--- src/rtl/keypad_scanner.sv ---
// keypad_scanner: 4x4 matrix keypad scanner with a 2-flop column synchronizer, debounce and ghost rejection.
// Auto-repeat of a held key is built only when KEYPAD_REPEAT_EN is defined.
module keypad_scanner #(
   parameter int SCAN_DIV     = 1000,
   parameter int DEBOUNCE_CNT = 8,
   parameter int REPEAT_DELAY = 250,
   parameter int REPEAT_RATE  = 50
) (
   input  logic       clk,
   input  logic       rst_n,
   input  logic [3:0] kc,
   output logic [3:0] kr,
   output logic       key_valid,
   output logic [3:0] key_code,
   output logic       key_held
);
   localparam int DW = $clog2(SCAN_DIV);
   localparam int CW = $clog2(DEBOUNCE_CNT + 1);
   localparam logic [DW-1:0] DIV_MAX = DW'(SCAN_DIV - 1);
   localparam logic [CW-1:0] DB_MAX = CW'(DEBOUNCE_CNT);

   if (SCAN_DIV < 4 || DEBOUNCE_CNT < 1 || REPEAT_DELAY < 1 || REPEAT_RATE < 1) begin : g_bad_param
      $error("keypad_scanner: SCAN_DIV must be >= 4 and all counts >= 1");
   end

   typedef enum logic [1:0] {SCAN, DEBOUNCE, HELD} state_t;

   state_t          state, state_n;
   logic [3:0]      kc_m, kc_s;
   logic [DW-1:0]   div_cnt;
   logic            tick;
   logic [1:0]      row, row_n;
   logic [CW-1:0]   cnt, cnt_n, cnt_inc;
   logic [CW-1:0]   rel, rel_n, rel_inc;
   logic [3:0]      cand, cand_n;
   logic [3:0]      code_n;
   logic            valid_n, held_n, accept;
   logic            press;
   logic [1:0]      col;
   logic [3:0]      code;

`ifdef KEYPAD_REPEAT_EN
   localparam int RMAX = (REPEAT_DELAY > REPEAT_RATE) ? REPEAT_DELAY : REPEAT_RATE;
   localparam int RW = $clog2(RMAX + 1);
   logic [RW-1:0] rep, rep_n, rep_inc, rep_tgt;
   logic          rep_first, rep_first_n, rep_hit;
   assign rep_tgt = rep_first ? RW'(REPEAT_DELAY) : RW'(REPEAT_RATE);
   assign rep_inc = (rep == rep_tgt) ? rep : rep + 1'b1;
   assign rep_hit = (rep_inc == rep_tgt);
`endif

   assign tick    = (div_cnt == DIV_MAX);
   assign kr      = ~(4'b0001 << row);
   // Exactly one low column is a press; anything else (idle or ghosting) is not.
   assign press   = (kc_s == 4'hE) | (kc_s == 4'hD) | (kc_s == 4'hB) | (kc_s == 4'h7);
   assign col     = {~kc_s[2] | ~kc_s[3], ~kc_s[1] | ~kc_s[3]};
   assign code    = {row, col};
   assign cnt_inc = (cnt == DB_MAX) ? cnt : cnt + 1'b1;
   assign rel_inc = (rel == DB_MAX) ? rel : rel + 1'b1;

   always_comb begin
      state_n = state;
      row_n   = row;
      cnt_n   = cnt;
      rel_n   = rel;
      cand_n  = cand;
      code_n  = key_code;
      held_n  = key_held;
      valid_n = 1'b0;
      accept  = 1'b0;
`ifdef KEYPAD_REPEAT_EN
      rep_n       = rep;
      rep_first_n = rep_first;
`endif
      if (tick) begin
         case (state)
            SCAN: begin
               if (press) begin
                  cand_n  = code;
                  cnt_n   = CW'(1);
                  accept  = (DEBOUNCE_CNT == 1);
                  state_n = DEBOUNCE;
               end else begin
                  row_n = row + 2'd1;
               end
            end
            DEBOUNCE: begin
               if (press && code == cand) begin
                  cnt_n  = cnt_inc;
                  accept = (cnt_inc == DB_MAX);
               end else begin
                  cnt_n   = '0;
                  row_n   = row + 2'd1;
                  state_n = SCAN;
               end
            end
            HELD: begin
               if (press && code == key_code) begin
                  rel_n = '0;
`ifdef KEYPAD_REPEAT_EN
                  rep_n       = rep_hit ? '0 : rep_inc;
                  rep_first_n = rep_hit ? 1'b0 : rep_first;
                  valid_n     = rep_hit;
`endif
               end else begin
                  rel_n = rel_inc;
`ifdef KEYPAD_REPEAT_EN
                  rep_n       = '0;
                  rep_first_n = 1'b1;
`endif
                  if (rel_inc == DB_MAX) begin
                     rel_n   = '0;
                     held_n  = 1'b0;
                     row_n   = row + 2'd1;
                     state_n = SCAN;
                  end
               end
            end
            default: state_n = SCAN;
         endcase
         if (accept) begin
            code_n  = code;
            valid_n = 1'b1;
            held_n  = 1'b1;
            cnt_n   = '0;
            rel_n   = '0;
            state_n = HELD;
`ifdef KEYPAD_REPEAT_EN
            rep_n       = '0;
            rep_first_n = 1'b1;
`endif
         end
      end
   end

   always_ff @(posedge clk or negedge rst_n) begin
      if (!rst_n) begin
         state     <= SCAN;
         kc_m      <= '0;
         kc_s      <= '0;
         div_cnt   <= '0;
         row       <= '0;
         cnt       <= '0;
         rel       <= '0;
         cand      <= '0;
         key_code  <= '0;
         key_valid <= 1'b0;
         key_held  <= 1'b0;
`ifdef KEYPAD_REPEAT_EN
         rep       <= '0;
         rep_first <= 1'b1;
`endif
      end else begin
         state     <= state_n;
         kc_m      <= kc;
         kc_s      <= kc_m;
         div_cnt   <= tick ? '0 : div_cnt + 1'b1;
         row       <= row_n;
         cnt       <= cnt_n;
         rel       <= rel_n;
         cand      <= cand_n;
         key_code  <= code_n;
         key_valid <= valid_n;
         key_held  <= held_n;
`ifdef KEYPAD_REPEAT_EN
         rep       <= rep_n;
         rep_first <= rep_first_n;
`endif
      end
   end
endmodule

--- config.mk ---
export PLATFORM = sky130hd
export DESIGN_NAME = keypad_scanner
export DESIGN_NICKNAME = d
export VERILOG_FILES = /design/src/rtl/keypad_scanner.sv
export SDC_FILE = /design/constraint.sdc
export NUM_CORES = 1
export LEC_CHECK = 0
export CAP_MARGIN = 15
export CORE_MARGIN = 4
export CORE_UTILIZATION = 52
export CTS_CLUSTER_SIZE = 28
export DETAILED_ROUTE_END_ITERATION = 16
export GPL_TIMING_DRIVEN = 0
export MAX_ROUTING_LAYER = met4
export PLACE_DENSITY = 0.71
export SYNTH_ARGS = -nofsm -noshare
export SYNTH_HDL_FRONTEND = slang
export SYNTH_SLANG_ARGS = --single-unit
--- constraint.sdc ---
create_clock -name clk -period 2.15 [get_ports clk]
set_input_delay 0.43 -clock clk [delete_from_list [all_inputs] [get_ports clk]]
set_output_delay 0.43 -clock clk [all_outputs]
set_load 0.03 [all_outputs]
==> impl_metrics.py <==
metrics = {
    "critical_path": {
        "cp_data_required_time_ns": 2.34,
        "critPathCapture": "row[1]$_DFFE_PN0P_",
        "start_kind": "flop",
        "end_kind": "flop",
        "rr_startpoint": "kc_s[0]$_DFF_PN0_",
        "r2r_cells": 7,
        "cp_max_fo": 8,
        "crit_start": "kc_s[0]$_DFF_PN0_",
        "reg2reg_slack_ns": -0.006,
        "cp.arrival_ns": 2.34,
        "criticalPathCategory": "flop to flop",
        "reg2reg_to": "row[1]$_DFFE_PN0P_",
    },
    "layout": {
        "final_common_cell": "dfrtp_1",
        "area_growth_syn_to_layout_pct": 30.7,
        "postLayoutCoreUtil": 0.727,
        "final_cell_mix": "dfrtp_1 (37), buf_4 (24), nor2_1 (19)",
        "fin_nets": 261,
        "drive_gt1_frac": 0.287,
        "antenna_cells": 0,
        "final_area_mm2": 0.00274,
    },
    "yosys": {
        "ys_async_sr_fraction": 1.00,
        "synth_seq_area_share": 0.478,
        "syn-num-nets": 219,
        "synth_edf_count": 0,
        "yosys-top-cells-area": "dfrtp_1 (48%), ha_1 (5.4%), nor2_1 (3.4%)",
        "synth_cell_types": 55,
        "synthesis.area_mm2": 0.00210,
        "yosysTopAreaCellShare": 0.478,
        "yosys.area.top_type": "dfrtp_1",
        "synth-seq-cells": 40,
        "synth_warnings": 0,
        "synth_top_flop_cell": "dfrtp_1",
        "post_synth.cell_area_avg_um2": 10.3,
        "synthCells": 204,
    },
    "detailed_routing": {
        "vias": 1728,
        "drtIter0Drc": 83,
        "ant_nets": 0,
        "drt-total-wl_um": 4780,
        "dr.pass1.iters": 4,
        "wire_per_inst_um": 16.2,
        "drc": 0,
        "vias_per_cell": 5.86,
    },
    "cts": {
        "clock_path_buffers": 2,
        "worst_skew_pair.late_latency_ns": 0.30,
        "clock-root-buffer": "clkbuf_8",
        "clock_sinks": 40,
        "clk_pin_slew_worst_paths_ns": 0.08,
        "numCtsBuffers": 5,
        "ctsHtreeMaxLevel": 2,
        "cts_tree": "yes",
        "cts_hold_buf": 0,
    },
    "run": {
        "cap_viol_max_count": 0,
    },
    "floorplanning": {
        "ios": 16,
        "die-height_um": 71.5,
        "num_rows": 22,
        "coreArea_mm2": 0.00377,
        "die_w_um": 71.5,
        "start_util": 0.556,
        "die_area_mm2": 0.00511,
    },
    "timing": {
        "hold_viol_final": 0,
        "finalWorstSetupSlack_ns": -0.00619,
        "fin_crit_sh": 1.00,
        "finClkSkew_ns": 0.0102,
        "slew-limit-headroom": 0.412,
        "setup_violations": 1,
        "hold_ws_ns": 0.249,
        "drv_slew": 0,
        "period_minus_slack_ns": 2.16,
        "max_freq_mhz": 464,
        "rsz0062_at_grt": "true",
        "tightest_slew_ns": 0.882,
    },
    "grt": {
        "grt_pass1_wl_um": 7190,
        "grt_pass1_vias": 1597,
        "grt_antenna_before_repair": 0,
        "grt_max_degree": 41,
        "grt.overflow.total": 0,
        "grt.total_usage": 0.182,
    },
    "placed_design": {
        "gp_congestion": 0.831,
        "placed_area_mm2": 0.00231,
        "place_ws_ns": -0.283,
        "portBuffers": 15,
        "hpwl_um": 2870,
    },
    "worst_hold_path": {
        "hold_path.class": "input pin to async pin",
    },
    "power_and_ir_drop": {
        "p_per_area_mw_per_mm2": 524,
        "p_leak_uw": 0.00119,
        "ir_drop_v": 0.000474,
    },
    "run_status": {
        "status": "finished, violations left",
        "failed_checks": "negative setup slack",
    },
}
logic make-up after synthesis:
family / share of synthesized area
xor gates and xnor gates: 0.0585
DFF: 0.478
and+or+nand+nor: 0.179
muxes: 0.0340
AOI/OAI and AO/OA: 0.155
adders and majority gates: 0.0537
buffers and inverters: 0.0424
layer usage:
metal / track usage / routed length (um)
met5: - / 0
met4: 0.0647 / 95
met3: 0.0421 / 208
met2: 0.299 / 2440
met1: 0.219 / 2030
worst min-delay path by stage:
stage / startpoint / depth (start not counted) / slack [ns] / endpoint
2_1_floorplan: rst_n / 0 / 0.13 / cand[0]$_DFFE_PN0P_
6_report: rst_n / 1 / 0.25 / cnt[3]$_DFFE_PN0P_
3_5_place_dp: kc_m[0]$_DFF_PN0_ / 0 / 0.34 / kc_s[0]$_DFF_PN0_
4_1_cts: rst_n / 1 / 0.28 / cnt[3]$_DFFE_PN0P_
5_1_grt: rst_n / 1 / 0.32 / key_valid$_DFF_PN0_
3_3_place_gp: kc_m[1]$_DFF_PN0_ / 0 / 0.33 / kc_s[1]$_DFF_PN0_
timing repair:
item | CTS | global route
endpoints found under the setup margin | 22 | 16
cloned | 0 | 0
pin swaps | 4 | 17
gates resized for setup | 14 | 28
setup buffers | 9 | 13
synthesized netlist by cell type, types with 3 or more instances:
cell type,n
ha_1,9
nor3b_1,3
xnor2_1,6
a31oi_1,3
xor2_1,8
nand3_1,11
inv_1,15
o21ai_0,14
dfrtp_1,40
nand2_1,16
nor2_1,19
mux2_2,5
clkbuf_1,3
critical path: stages (launching register included):
cell	delay [ns]
dfrtp_1	0.34
buf_4	0.16
nand4b_1	0.23
o32a_1	0.44
a211oi_4	0.33
o32a_4	0.22
nor2_4	0.05
mux2_4	0.28
area by class of cell:
type                    instances  area (um^2)
multi-input cells             142         1170
fillers                       259         1030
flip-flops and latches         40         1000
repair buffers                 37          305
clock buffers                   5         68.8
inverters                      16         60.1
well taps                      48         60.1
clock inverters                 3         42.5
plain buffers                   4         30.0
state kept, by name, summed over array words and instances, names as in the netlist:
name and cells:
div_cnt 10, cand 4, cnt 4, kc_m 4, kc_s 4, key_code 4
rel 4, row 2, state 2, key_held 1, key_valid 1
metrics by stage:
stage / setup TNS [ns] / total power (uW) / cells
after floorplan: 0 / 798 / 204
after global placement: -10.12 / 824 / 267
after detailed placement: -1.63 / 826 / 267
after CTS: 0 / 1430 / 284
after global routing: -0.304 / 1490 / 295
final: -0.00619 / 1440 / 295
report_power, final:
| part | switching (uW) | internal, uW |
|---|---|---|
| Clock | 273 | 343 |
| Combinational | 32.6 | 22.7 |
| Sequential | 5.03 | 760 |
Note: power is estimated with default switching activity, not from simulation.
